`src/rtl/imm_encode.sv`:
```
// Immediate encoder: packs a 32-bit immediate into an instruction word's immediate fields.
// Two-stage valid/ready pipeline (legality check, field merge) with a saturating reject counter.
module imm_encode #(
    parameter int CNT_W = 8
) (
    input  logic             clk,
    input  logic             rst,
    input  logic             i_valid,
    output logic             o_ready,
    input  logic [2:0]       i_type,
    input  logic [31:0]      i_imm,
    input  logic [31:0]      i_base,
    output logic             o_valid,
    input  logic             i_ready,
    output logic [31:0]      o_instr,
    output logic             o_err,
    output logic [CNT_W-1:0] o_err_cnt
);

    localparam logic [2:0] TYPE_RT = 3'd0;
    localparam logic [2:0] TYPE_IT = 3'd1;
    localparam logic [2:0] TYPE_ST = 3'd2;
    localparam logic [2:0] TYPE_BT = 3'd3;
    localparam logic [2:0] TYPE_JT = 3'd4;
    localparam logic [2:0] TYPE_UT = 3'd5;

    // Handshake: a transfer happens on a rising edge where valid and ready are both high;
    // an offered output (o_valid, o_instr, o_err) stays frozen until i_ready accepts it.

    // True when imm[31:k] are all copies of the sign bit.
    function automatic logic sext_ok(input logic [31:0] imm, input int k);
        logic ok;
        ok = 1'b1;
        for (int i = 0; i < 31; i++) begin
            if (i >= k && imm[i] != imm[31]) ok = 1'b0;
        end
        return ok;
    endfunction

    function automatic logic imm_legal(input logic [2:0] t, input logic [31:0] imm);
        logic ok;
        ok = 1'b0;
        case (t)
            TYPE_RT: ok = (imm[4:0] == 5'd0) && sext_ok(imm, 11);
            TYPE_IT: ok = sext_ok(imm, 11);
            TYPE_ST: ok = sext_ok(imm, 11);
            TYPE_BT: ok = !imm[0] && sext_ok(imm, 12);
            TYPE_JT: ok = !imm[0] && sext_ok(imm, 20);
            TYPE_UT: ok = (imm[11:0] == 12'd0);
            default: ok = 1'b0;
        endcase
        return ok;
    endfunction

    // Illegal immediates are still merged from their truncated bits.
    function automatic logic [31:0] imm_merge(input logic [2:0] t, input logic [31:0] imm,
                                              input logic [31:0] base);
        logic [31:0] r;
        r = base;
        case (t)
            TYPE_RT: r[31:25] = imm[11:5];
            TYPE_IT: r[31:20] = imm[11:0];
            TYPE_ST: begin
                r[31:25] = imm[11:5];
                r[11:7]  = imm[4:0];
            end
            TYPE_BT: begin
                r[31]    = imm[12];
                r[7]     = imm[11];
                r[30:25] = imm[10:5];
                r[11:8]  = imm[4:1];
            end
            TYPE_JT: begin
                r[31]    = imm[20];
                r[30:21] = imm[10:1];
                r[20]    = imm[11];
                r[19:12] = imm[19:12];
            end
            TYPE_UT: r[31:12] = imm[31:12];
            default: r = base;
        endcase
        return r;
    endfunction

    logic        s1_valid;
    logic [2:0]  s1_type;
    logic [31:0] s1_imm;
    logic [31:0] s1_base;
    logic        s1_err;
    logic [31:0] s1_instr;
    logic        s2_load;
    logic        out_fire;

    assign s2_load  = !o_valid || i_ready;
    assign o_ready  = !s1_valid || s2_load;
    assign out_fire = o_valid && i_ready;

    assign s1_err   = !imm_legal(s1_type, s1_imm);
    assign s1_instr = imm_merge(s1_type, s1_imm, s1_base);

    // Stage 1: capture request; legality is evaluated on these registers.
    always_ff @(posedge clk or posedge rst) begin
        if (rst) begin
            s1_valid <= 1'b0;
            s1_type  <= 3'd0;
            s1_imm   <= 32'd0;
            s1_base  <= 32'd0;
        end else if (o_ready) begin
            s1_valid <= i_valid;
            if (i_valid) begin
                s1_type <= i_type;
                s1_imm  <= i_imm;
                s1_base <= i_base;
            end
        end
    end

    // Stage 2: merged word and error flag, held while the consumer stalls.
    always_ff @(posedge clk or posedge rst) begin
        if (rst) begin
            o_valid <= 1'b0;
            o_instr <= 32'd0;
            o_err   <= 1'b0;
        end else if (s2_load) begin
            o_valid <= s1_valid;
            if (s1_valid) begin
                o_instr <= s1_instr;
                o_err   <= s1_err;
            end
        end
    end

    always_ff @(posedge clk or posedge rst) begin
        if (rst) begin
            o_err_cnt <= '0;
        end else if (out_fire && o_err && (o_err_cnt != '1)) begin
            o_err_cnt <= o_err_cnt + CNT_W'(1);
        end
    end

endmodule

```
`config.mk`:
```
export PLATFORM = sky130hd
export DESIGN_NAME = imm_encode
export DESIGN_NICKNAME = d
export VERILOG_FILES = /design/src/rtl/imm_encode.sv
export SDC_FILE = /design/constraint.sdc
export NUM_CORES = 1
export LEC_CHECK = 0
export ABC_AREA = 1
export BUFFER_PORTS_ARGS = -buffer_cell sky130_fd_sc_hd__buf_2
export CAP_MARGIN = 40
export CORE_ASPECT_RATIO = 1.2
export CORE_MARGIN = 8
export CORE_UTILIZATION = 25
export CTS_CLUSTER_SIZE = 8
export DETAILED_ROUTE_END_ITERATION = 7
export SYNTH_ARGS = -nofsm -noshare
export SYNTH_HDL_FRONTEND = slang
export SYNTH_SLANG_ARGS = --single-unit
```
`constraint.sdc`:
```
create_clock -name clk -period 5.6 [get_ports clk]
set_input_delay 1.68 -clock clk [delete_from_list [all_inputs] [get_ports clk]]
set_output_delay 1.68 -clock clk [all_outputs]
set_load 0.005 [all_outputs]
```
# Yosys cells after proc, flatten, opt, wreduce, memory -nomap -nowiden
# Cells that the tools add are included.
totals:
  register_bits: 110
  elab_cells: 113
  output_inout_bits: 43
classes:
  reduce_logical: 20
  n_addsub: 1
  eq_ne: 26
  muxes: 58
ops:
  columns: ["cell", "count"]
  rows:
  - ["$mux 1", 53]
  - ["$pmux 7 s4", 1]
  - ["$ne 1x1->1", 20]
  - ["$pmux 5 s3", 1]
  - ["$logic_not 12->1", 1]
  - ["$pmux 5 s2", 1]
  - ["$add 8x1->8 const B", 1]
  - ["$mux 8", 1]
  - ["$ne 8x8->1 const B", 1]
  - ["$eq 3x2->1 const B", 2]
  - ["$eq 3x3->1 const B", 2]
  - ["$logic_and 1x1->1", 6]
  - ["$logic_not 5->1", 1]
  - ["$pmux 1 s5", 1]
  - ["$logic_not 1->1", 4]
  - ["$reduce_and 2->1", 2]
  - ["$reduce_or 2->1", 2]
  - ["$eq 3x1->1 const B", 1]
  - ["$logic_not 3->1", 1]
  - ["$reduce_or 3->1", 1]
  - ["$logic_or 1x1->1", 2]

# Logic depth before layout (Yosys ltp)
# Gate-level depths: netlist (run 1).
depth:
  word_depth: 25
  mapped_depth: 9
  mapped_depth_nobuf: 8

# Worst setup path before layout (run 1)
# Ideal clock, no wire load.
synth_timing:
  kind: "input to output"
  startpoint: "input i_ready"
  endpoint: "output o_ready"
  arrival_time_ps: 1800
  cell_stages: 2
  setup_slack_ps: 2120
  cell_sequence: "inv_2 -> nand3_2"
synth_via:
  elab_chain_len: 2
synth_rtl:
  columns: ["item", "line_no", "text"]
  rows:
  - ["start: declaration", "14", "input logic i_ready,"]
  - ["$logic_or 1x1->1", "94", "assign s2_load = !o_valid || i_ready;"]
  - ["$logic_or 1x1->1", "95", "assign o_ready = !s1_valid || s2_load;"]
  - ["end: declaration", "9", "output logic o_ready,"]
# No other way between the ends.

# Worst setup path after layout (run 1)
# Ends and elaborated chain as after synthesis.

==> results of run 1 <==
-- worst min-delay path: stages, from the launching register on --
cell,delay [ns]
sky130_fd_sc_hd__dfrtp_1,0.34
sky130_fd_sc_hd__nand2_1,0.05
sky130_fd_sc_hd__nand2_1,0.05
-- kinds of logic after synthesis --
logic type	after synthesis
AND/OR/NAND/NOR	190
multiplexers	51
buffers and inverters	61
adder cells (fa/ha/maj)	1
flip-flops	110
XOR/XNOR	7
AO/OA/AOI/OAI	70
-- registers in the layout, indices dropped and copies added (netlist names) --
register and count:
s1_type 3, o_err 1, o_err_cnt 8, o_valid 1
o_instr 32, s1_valid 1, s1_base 32, s1_imm 32
-- power breakdown --
part           internal, µW  switching [µW]  total [µW]
clock network           309             318         627
registers               975             133        1110
logic                   243             308         550
total                  1530             759        2290
-- per-layer routing --
layer  GRT usage, %  wire [µm]  vias to the layer above
li1               -          -                     1833
met1          14.01       5986                     1804
met2          19.40       6636                       81
met3          3.056        698                       13
met4          4.815        203                        2
met5              0         10                        -
-- final cells by class --
type	instances	area, µm²
clock inverters	7	60.06
clock buffers	9	225.2
well taps	256	320.3
repair buffers	118	623.1
flip-flops and latches	110	2753
inverters	43	163.9
multi-input cells	319	1807
fillers	2018	12900
diodes	1	2.502
-- cells in the final DEF, fill, tap and decap left out, drive strengths merged, types with 6 or more instances in the layout --
| cell | Yosys | layout |
|---|---|---|
| buf | 16 | 118 |
| dfrtp | 110 | 110 |
| nand2 | 103 | 103 |
| nor2 | 55 | 55 |
| mux2 | 51 | 51 |
| inv | 43 | 45 |
| a21oi | 42 | 42 |
| o21ai | 21 | 21 |
| nand3 | 16 | 16 |
| nand4 | 9 | 9 |
| clkbuf | 2 | 9 |
| xnor2 | 6 | 6 |
| o22ai | 6 | 6 |
-- per-stage QoR --
step           instance area [µm²]  setup slack [ns]  utilization (%)
6_report                      5954             1.836            31.58
3_3_place_gp                  5639             1.838            29.91
5_1_grt                       5954             1.799            31.58
4_1_cts                       5952             1.826            31.57
3_5_place_dp                  5667             1.826            30.05
2_1_floorplan                 4813             1.018                -
-- final timing paths --
kind / endpoint / slack [ns] / depth (start not counted)
setup / recovery: o_ready / 1.84 / 4
hold / removal: o_instr[5] / 0.47 / 2
setup reg to reg: s1_imm[14] / 3.63 / 4
hold reg to reg: o_instr[5] / 0.47 / 2
max in group asynchronous: s1_imm[30] / 3.23 / 4
min in group asynchronous: s1_base[19] / 1.30 / 2
==> results.py, run 1 <==
metrics = {
    "worst_setup_path": {
        "critPathLaunch": "i_ready",
        "timing.critical_path.arrival_ns": 2.08,
        "cp.buffers_inverters": 3,
        "critPathSlowestCell": "sky130_fd_sc_hd__buf_2",
        "setup.worst_path.class": "in -> out",
        "crit_path_max_fanout": 3,
        "critical-path-top-delay-family": "buffers and inverters",
        "critical-path-max-stage-delay_ns": 0.15,
        "cp_required_ns": 3.92,
        "critical_path.startpoint_type": "input pin",
        "cp-end-kind": "output port",
        "r2r_start": "o_valid",
        "critical_path.cell_chain": "buf_2, inv_2, nand3_2, buf_2",
        "critical-path-top-cell-by-count": "sky130_fd_sc_hd__buf_2",
    },
    "grt": {
        "grt_antenna_before_repair": 2,
        "grt_first_pass_wirelength_mm": 21.27,
        "gr-total-overflow": 0,
        "largest_net_degree_at_the_start_of_global_routing": 64,
        "grt_usage_pct": 11.68,
        "grt_pass1_vias": 3885,
    },
    "timing": {
        "timing_hold_violations_final": 0,
        "final_cycle_utilization_of_the_critical_path_pct": 67.22,
        "setup-violations-final": 0,
        "achievable-frequency_ghz": 0.2657,
        "timing.setup.tns_ns": 0,
        "fin_skew_ns": 0.01154,
        "slew_of_the_pin_with_the_lowest_slew_margin_ns": 0.8657,
        "pins_over_slew_limit": 0,
        "grt_setup_unrepaired": "false",
        "fin_worst_hold_slack_ns": 0.4692,
        "timing.final.crit_period_ns": 3.764,
        "max_slew_margin_pct": 42.29,
    },
    "cells_and_area": {
        "layout-area-overhead-vs-synth_pct": 23.71,
        "ratio_of_cells_with_drive_above_1_in_the_final_layout_pct": 29.04,
        "finalNonFillerCells": 863,
        "design.final.nets": 673,
    },
    "min_path": {
        "hp-start": "s1_base[5]",
        "hold_class": "reg -> reg",
    },
    "clock_network": {
        "cts_tree": "yes",
        "clk_latency_ns": 0.36,
        "post-cts-setup-buffer-count": 0,
        "clkSinkCount": 110,
        "cts_hold_buffers": 0,
        "max-clock-path-buffers": 2,
        "postCtsResizedCells": 0,
        "clock_tree.htree_level_count": 3,
        "clk_pin_slew_worst_paths_ns": 0.07,
        "cts_buffers": 9,
        "clk_root_buffer_cell": "sky130_fd_sc_hd__clkbuf_16",
    },
    "placed_design": {
        "dp.final_hpwl_mm": 9.866,
        "io_buffer_count": 113,
        "place_inst": 846,
        "gp_congestion": 0.7393,
    },
    "logic_synthesis": {
        "main_combinational_cell_family_by_area_after_synthesis": "simple AND/OR/NAND/NOR gates",
        "synth_xor_xnor_area_share_pct": 1.274,
        "syn-cell-area_mm2": 0.004813,
        "postSynth.topFlopCell": "sky130_fd_sc_hd__dfrtp_1",
        "net_count_synth": 562,
        "syn-mean-instance-area_um2": 9.823,
        "synth-adder-area-share_pct": 0.2599,
        "synthCells": 490,
        "synth-edff-count": 0,
        "synth.lib_cells_used.distinct": 28,
        "yosys-top-cells-count": "sky130_fd_sc_hd__dfrtp_1 (110), sky130_fd_sc_hd__nand2_1 (102), sky130_fd_sc_hd__nor2_1 (53), sky130_fd_sc_hd__a21oi_1 (42), sky130_fd_sc_hd__inv_1 (33)",
        "yosysSeqAreaShare_pct": 57.19,
        "synthDominantAreaCellType": "sky130_fd_sc_hd__dfrtp_1",
        "muxShareOfSynthArea_pct": 11.93,
        "synth_area_leaders": "sky130_fd_sc_hd__dfrtp_1 (57%), sky130_fd_sc_hd__nand2_1 (8.0%), sky130_fd_sc_hd__mux2_1 (6.1%)",
        "netlist.area_leader.share_pct": 57.19,
        "ys_async_sr_fraction_pct": 100.0,
        "yosysWarningCount": 0,
        "synthesized_area_fraction_occupied_by_and_or_nand_nor_cells_pct": 16.43,
        "synth_seq_cells": 110,
        "synth-compound-area-share_pct": 7.486,
        "post-synth-top-count-cell": "sky130_fd_sc_hd__dfrtp_1",
    },
    "floorplanning": {
        "dieArea_mm2": 0.02397,
        "floorplan.die.height_um": 168,
        "initial_core_util_pct": 25.53,
        "chipWidth_um": 142.7,
        "floorplan.io_pins": 114,
        "fp.coreArea_mm2": 0.01886,
        "rows": 55,
    },
    "route": {
        "routed_via_density": 4.326,
        "vias": 3733,
        "drt_first_iter_violations": 122,
        "ant_nets": 0,
        "drt-total-wl_mm": 13.54,
        "drt_first_pass_iters": 4,
        "detail_route.wl_per_cell_um": 15.68,
        "remaining_drc_errors": 0,
    },
    "outcome": {
        "outcome": "completed",
    },
    "power_and_ir_drop": {
        "p_leak_uw": 0.002860,
        "post-layout-total-power_uw": 2285,
        "pwr_density_cell_mw_per_mm2": 383.8,
        "vdd.ir_drop.worst_mv": 0.1481,
    },
    "flow_run": {
        "drv_cap": 0,
    },
}
Note: power is estimated with default switching activity, not from simulation.
==> run 2, diff against run 1 <==
Clock period 5.6 ns to 3.5 ns, I/O delays scaled along.
==> results.py, run 2 (synthesized netlist as in run 1, its figures left out) <==
metrics = {
    "timing": {
        "fin_skew_ns": 0.01019,
        "achievable-frequency_ghz": 0.3990,
        "slew_of_the_pin_with_the_lowest_slew_margin_ns": 0.7625,
        "final_cycle_utilization_of_the_critical_path_pct": 71.61,
        "timing.setup.tns_ns": 0,
        "pins_over_slew_limit": 0,
        "timing_hold_violations_final": 0,
        "max_slew_margin_pct": 49.06,
        "grt_setup_unrepaired": "false",
        "setup-violations-final": 0,
        "fin_worst_hold_slack_ns": 0.4713,
        "timing.final.crit_period_ns": 2.506,
    },
    "route": {
        "drt-total-wl_mm": 13.44,
        "vias": 3693,
        "drt_first_pass_iters": 4,
        "drt_first_iter_violations": 178,
        "ant_nets": 0,
        "remaining_drc_errors": 0,
        "routed_via_density": 4.274,
        "detail_route.wl_per_cell_um": 15.56,
    },
    "worst_setup_path": {
        "critPathSlowestCell": "sky130_fd_sc_hd__buf_2",
        "r2r_start": "o_valid",
        "setup.worst_path.class": "in -> out",
        "cp_required_ns": 2.45,
        "critical-path-max-stage-delay_ns": 0.15,
        "worstReg2RegEnd": "s1_imm[18]",
        "cp-end-kind": "output port",
        "reg2reg_setup_slack_ns": 1.85,
        "timing.reg2reg.worst_path_depth": 4,
        "critical_path.cell_chain": "buf_2, inv_2, nand3_2, buf_2",
        "timing.critical_path.arrival_ns": 1.46,
        "crit_path_max_fanout": 3,
        "critical-path-top-cell-by-count": "sky130_fd_sc_hd__buf_2",
        "critical_path.startpoint_type": "input pin",
    },
    "clock_network": {
        "cts_buffers": 9,
        "clk_latency_ns": 0.35,
        "max-clock-path-buffers": 2,
        "clkSinkCount": 110,
        "clock_tree.htree_level_count": 3,
        "clk_root_buffer_cell": "sky130_fd_sc_hd__clkbuf_16",
        "postCtsResizedCells": 0,
        "cts_tree": "yes",
        "cts_hold_buffers": 0,
        "post-cts-setup-buffer-count": 0,
        "clk_pin_slew_worst_paths_ns": 0.07,
    },
    "cells_and_area": {
        "layout_commonest_cell": "sky130_fd_sc_hd__buf_2",
        "most-common-layout-cells": "sky130_fd_sc_hd__buf_2 (113), sky130_fd_sc_hd__dfrtp_1 (110), sky130_fd_sc_hd__nand2_1 (101)",
        "largest_registers": "o_instr x32, s1_base x32, s1_imm x32",
        "design.final.nets": 674,
        "ratio_of_cells_with_drive_above_1_in_the_final_layout_pct": 28.83,
        "fillCellCount": 2031,
        "layout-area-overhead-vs-synth_pct": 24.54,
    },
    "floorplanning": {
        "fp.coreArea_mm2": 0.01886,
        "dieArea_mm2": 0.02397,
        "chipWidth_um": 142.7,
        "rows": 55,
        "initial_core_util_pct": 25.53,
        "floorplan.io_pins": 114,
        "floorplan.die.height_um": 168,
    },
    "grt": {
        "gr-total-overflow": 0,
        "grt_usage_pct": 11.39,
        "grt_first_pass_wirelength_mm": 21.03,
        "largest_net_degree_at_the_start_of_global_routing": 60,
        "grt_antenna_before_repair": 0,
        "grt_pass1_vias": 3867,
    },
    "min_path": {
        "holdPathEnd": "o_instr[4]",
        "hp-start": "s1_base[4]",
        "timing.hold.worst_path_depth": 2,
        "hold_class": "reg -> reg",
    },
    "outcome": {
        "outcome": "completed",
    },
    "power_and_ir_drop": {
        "vdd.ir_drop.worst_mv": 0.2316,
        "p_leak_uw": 0.002870,
        "pwr_density_cell_mw_per_mm2": 618.5,
    },
    "placed_design": {
        "gp_congestion": 0.7871,
        "dp.final_hpwl_mm": 10.14,
        "io_buffer_count": 113,
    },
    "flow_run": {
        "drv_cap": 0,
    },
}
## run 2: cell types whose count changed in the layout (fill, tap and decap cells not counted), sizes merged
cell | before | now
clkbuf | 9 | 11
clkinvlp | 1 | 2
buf | 118 | 119
inv | 45 | 44
bufinv | 0 | 1
clkinv | 4 | 1
## run 2: area by class of cell
type	count	area (µm²)	area share (%)
antenna	1	2.502	0.04174
clock buffer	11	232.7	3.882
clock inverter	5	66.31	1.106
inverter	43	165.2	2.755
multi-input combinational	319	1807	30.14
sequential	110	2753	45.92
tap	256	320.3	5.343
timing repair buffer	119	648.1	10.81
## run 2: report_power, final
group          total [µW]  leakage [µW]  internal, µW  switching, µW
clock network        1050      0.000142           566            484
registers            1780       0.00128          1560            219
logic                 878       0.00145           393            485
## run 2: worst max path at each step
stage | to | slack (ns) | startpoint | cells past startpoint
after floorplan | o_err | 1.12 | rst | 1
after global placement | o_ready | 1.0 | i_ready | 4
after detailed placement | o_ready | 0.99 | i_ready | 4
after CTS | o_ready | 0.99 | i_ready | 4
after global routing | o_ready | 0.95 | i_ready | 4
final | o_ready | 0.99 | i_ready | 4
## run 2: critical path: cells and delay by family
| family | cells | cell delay [ns] |
|---|---|---|
| and+or+nand+nor | 1 | 0.10 |
| buffers and inverters | 3 | 0.31 |
## run 2: stage by stage
step           area [µm²]  cells  util, %  total power (µW)  setup WS [ns]
2_1_floorplan        4817    490        -              2279          1.121
3_3_place_gp         5693    847    30.19              2690         0.9966
3_5_place_dp         5693    847    30.19              2714         0.9895
4_1_cts              5992    863    31.78              3785         0.9897
5_1_grt              5992    863    31.78              3963         0.9532
6_report             5995    864    31.79              3708         0.9937
## run 2: metal layers
layer | wire (µm) | up-vias | global-route usage (%) | part of all wire, %
met5 | 0 | - | 0 | 0
met4 | 162 | 0 | 3.611 | 1.2
met3 | 688 | 11 | 2.235 | 5.1
met2 | 6646 | 88 | 19.22 | 49
met1 | 5946 | 1770 | 14.27 | 44
li1 | - | 1824 | - | -
==> run 3, diff against run 2 <==
Settings changed: ABC_AREA 1 to 0.
Clock period 3.5 ns to 2.6 ns, I/O delays scaled along.
==> results.py, run 3 <==
metrics = {
    "outcome": {
        "outcome": "completed",
    },
    "logic_synthesis": {
        "ys_async_sr_fraction_pct": 100.0,
        "synth_xor_xnor_area_share_pct": 1.406,
        "syn-cell-area_mm2": 0.004984,
        "synthesized_area_fraction_occupied_by_and_or_nand_nor_cells_pct": 8.888,
        "yosysSeqAreaShare_pct": 55.23,
        "main_combinational_cell_family_by_area_after_synthesis": "multiplexers",
        "synthDominantAreaCellType": "sky130_fd_sc_hd__dfrtp_1",
        "synth_seq_cells": 110,
        "postSynth.topFlopCell": "sky130_fd_sc_hd__dfrtp_1",
        "synth.lib_cells_used.distinct": 42,
        "synth-adder-area-share_pct": 0.2511,
        "synthCells": 386,
        "yosys-top-cells-count": "sky130_fd_sc_hd__dfrtp_1 (110), sky130_fd_sc_hd__mux2_2 (45), sky130_fd_sc_hd__nand2_1 (37), sky130_fd_sc_hd__mux2_4 (31), sky130_fd_sc_hd__o21ai_0 (27)",
        "synth-compound-area-share_pct": 7.055,
        "netlist.area_leader.share_pct": 55.23,
        "post-synth-top-count-cell": "sky130_fd_sc_hd__dfrtp_1",
        "syn-mean-instance-area_um2": 12.91,
        "synth_area_leaders": "sky130_fd_sc_hd__dfrtp_1 (55%), sky130_fd_sc_hd__mux2_2 (10%), sky130_fd_sc_hd__mux2_4 (9.3%)",
        "yosysWarningCount": 0,
        "synth-edff-count": 0,
        "muxShareOfSynthArea_pct": 23.32,
        "net_count_synth": 458,
    },
    "clock_network": {
        "clk_latency_ns": 0.35,
        "clock_tree.htree_level_count": 3,
        "cts_buffers": 9,
        "clk_root_buffer_cell": "sky130_fd_sc_hd__clkbuf_16",
        "post-cts-setup-buffer-count": 0,
        "cts_tree": "yes",
        "clk_pin_slew_worst_paths_ns": 0.07,
        "max-clock-path-buffers": 2,
        "cts_hold_buffers": 0,
        "clkSinkCount": 110,
        "postCtsResizedCells": 0,
    },
    "timing": {
        "slew_of_the_pin_with_the_lowest_slew_margin_ns": 0.7341,
        "worst_setup_slack_final_ns": 0.5258,
        "setup-violations-final": 0,
        "grt_setup_unrepaired": "false",
        "timing.setup.tns_ns": 0,
        "max_slew_margin_pct": 51.06,
        "fin_worst_hold_slack_ns": 0.4788,
        "achievable-frequency_ghz": 0.4821,
        "final_cycle_utilization_of_the_critical_path_pct": 79.78,
        "timing_hold_violations_final": 0,
        "pins_over_slew_limit": 0,
        "timing.final.crit_period_ns": 2.074,
        "fin_skew_ns": 0.008201,
    },
    "power_and_ir_drop": {
        "p_leak_uw": 0.002799,
        "pwr_density_cell_mw_per_mm2": 792.4,
        "post-layout-total-power_uw": 4836,
        "vdd.ir_drop.worst_mv": 0.3253,
    },
    "cells_and_area": {
        "antenna-diode-count": 0,
        "layout-area-overhead-vs-synth_pct": 22.47,
        "layout_commonest_cell": "sky130_fd_sc_hd__buf_2",
        "largest_registers": "o_instr x32, s1_base x32, s1_imm x32",
        "sequential_cell_area_mm2": 0.002753,
        "multi_input_comb_area_mm2": 0.002044,
        "fillCellCount": 1983,
        "design.final.nets": 567,
        "layout.cell_area.non_filler_mm2": 0.006103,
        "ratio_of_cells_with_drive_above_1_in_the_final_layout_pct": 43.09,
        "most-common-layout-cells": "sky130_fd_sc_hd__buf_2 (113), sky130_fd_sc_hd__dfrtp_1 (110), sky130_fd_sc_hd__mux2_2 (45)",
    },
    "floorplanning": {
        "initial_core_util_pct": 25.49,
        "chipWidth_um": 144.9,
        "floorplan.die.height_um": 170.7,
        "fp.coreArea_mm2": 0.01955,
        "dieArea_mm2": 0.02473,
        "floorplan.io_pins": 114,
        "rows": 56,
    },
    "route": {
        "drt-total-wl_mm": 12.91,
        "routed_via_density": 4.363,
        "route.top_layer_used": "met4",
        "dr_wl_met2_mm": 6.279,
        "ant_nets": 0,
        "vias": 3316,
        "met1Wirelength_mm": 5.611,
        "remaining_drc_errors": 0,
        "drt_first_pass_iters": 5,
        "drt_first_iter_violations": 143,
        "dr_wl_met3_um": 748,
        "detail_route.wl_per_cell_um": 16.99,
    },
    "placed_design": {
        "post-place-ws_ns": 0.5002,
        "io_buffer_count": 113,
        "dp.final_hpwl_mm": 9.624,
        "gp_congestion": 0.7872,
        "placement.cell_area_mm2": 0.005814,
    },
    "min_path": {
        "hold_class": "reg -> reg",
    },
    "grt": {
        "grt_usage_pct": 10.68,
        "largest_net_degree_at_the_start_of_global_routing": 111,
        "grt_first_pass_wirelength_mm": 20.09,
        "grt_pass1_vias": 3634,
        "gr-total-overflow": 0,
        "grt_antenna_before_repair": 0,
    },
    "worst_setup_path": {
        "cp-end-kind": "output port",
        "timing.critical_path.arrival_ns": 1.29,
        "critical_path.startpoint_type": "input pin",
        "crit_path_max_fanout": 3,
        "cp_required_ns": 1.82,
        "setup.worst_path.class": "in -> out",
    },
    "flow_run": {
        "drv_cap": 0,
    },
}
-- run 3: power breakdown --
group          internal [µW]  switching, µW  total (µW)
clock                    747            633        1380
combinational            602            489        1090
sequential              2050            315        2370
-- run 3: area by class of cell --
class,count,share of cell area [%]
clock inverters,5,0.9840
inverters,3,0.2460
multi-input cells,250,33.50
well taps,261,5.351
flip-flops and latches,110,45.10
clock buffers,10,3.752
repair buffers,121,11.07
-- run 3: stage by stage --
stage                     std cells  util (%)
after detailed placement        745     29.74
after global routing            760     31.22
after global placement          745     29.74
final                           760     31.22
after CTS                       760     31.22
after floorplan                 386         -
-- run 3: critical path, cell delays in order --
cell and delay, ns:
sky130_fd_sc_hd__buf_2 0.11, sky130_fd_sc_hd__nand3b_2 0.24, sky130_fd_sc_hd__buf_2 0.16
-- run 3: path summary, 6_finish.rpt --
check | endpoint | slack (ns) | from | cells past startpoint
min | o_instr[22] | 0.48 | o_instr[22] | 2
max | o_ready | 0.53 | i_ready | 3
min in group asynchronous | o_instr[14] | 0.58 | rst | 3
max reg2reg | o_err | 0.85 | s1_type[0] | 4
max in group asynchronous | s1_imm[30] | 1.52 | rst | 3
min reg2reg | o_instr[22] | 0.48 | o_instr[22] | 2
-- run 3: cell families (layout without fill, tap and decap cells) --
logic type | count (synthesis) | count (layout)
xor gates and xnor gates | 8 | 8
DFF | 110 | 110
and+or+nand+nor | 89 | 89
buffers and inverters | 26 | 139
AOI/OAI and AO/OA | 57 | 57
muxes | 95 | 95
adders and majority gates | 1 | 1
-- run 3: layer usage --
metal / GRT usage [%] / vias up
met2: 17.49 / 85
met3: 3.123 / 20
met5: 0 / -
li1: - / 1596
met1: 13.01 / 1615
met4: 3.944 / 0
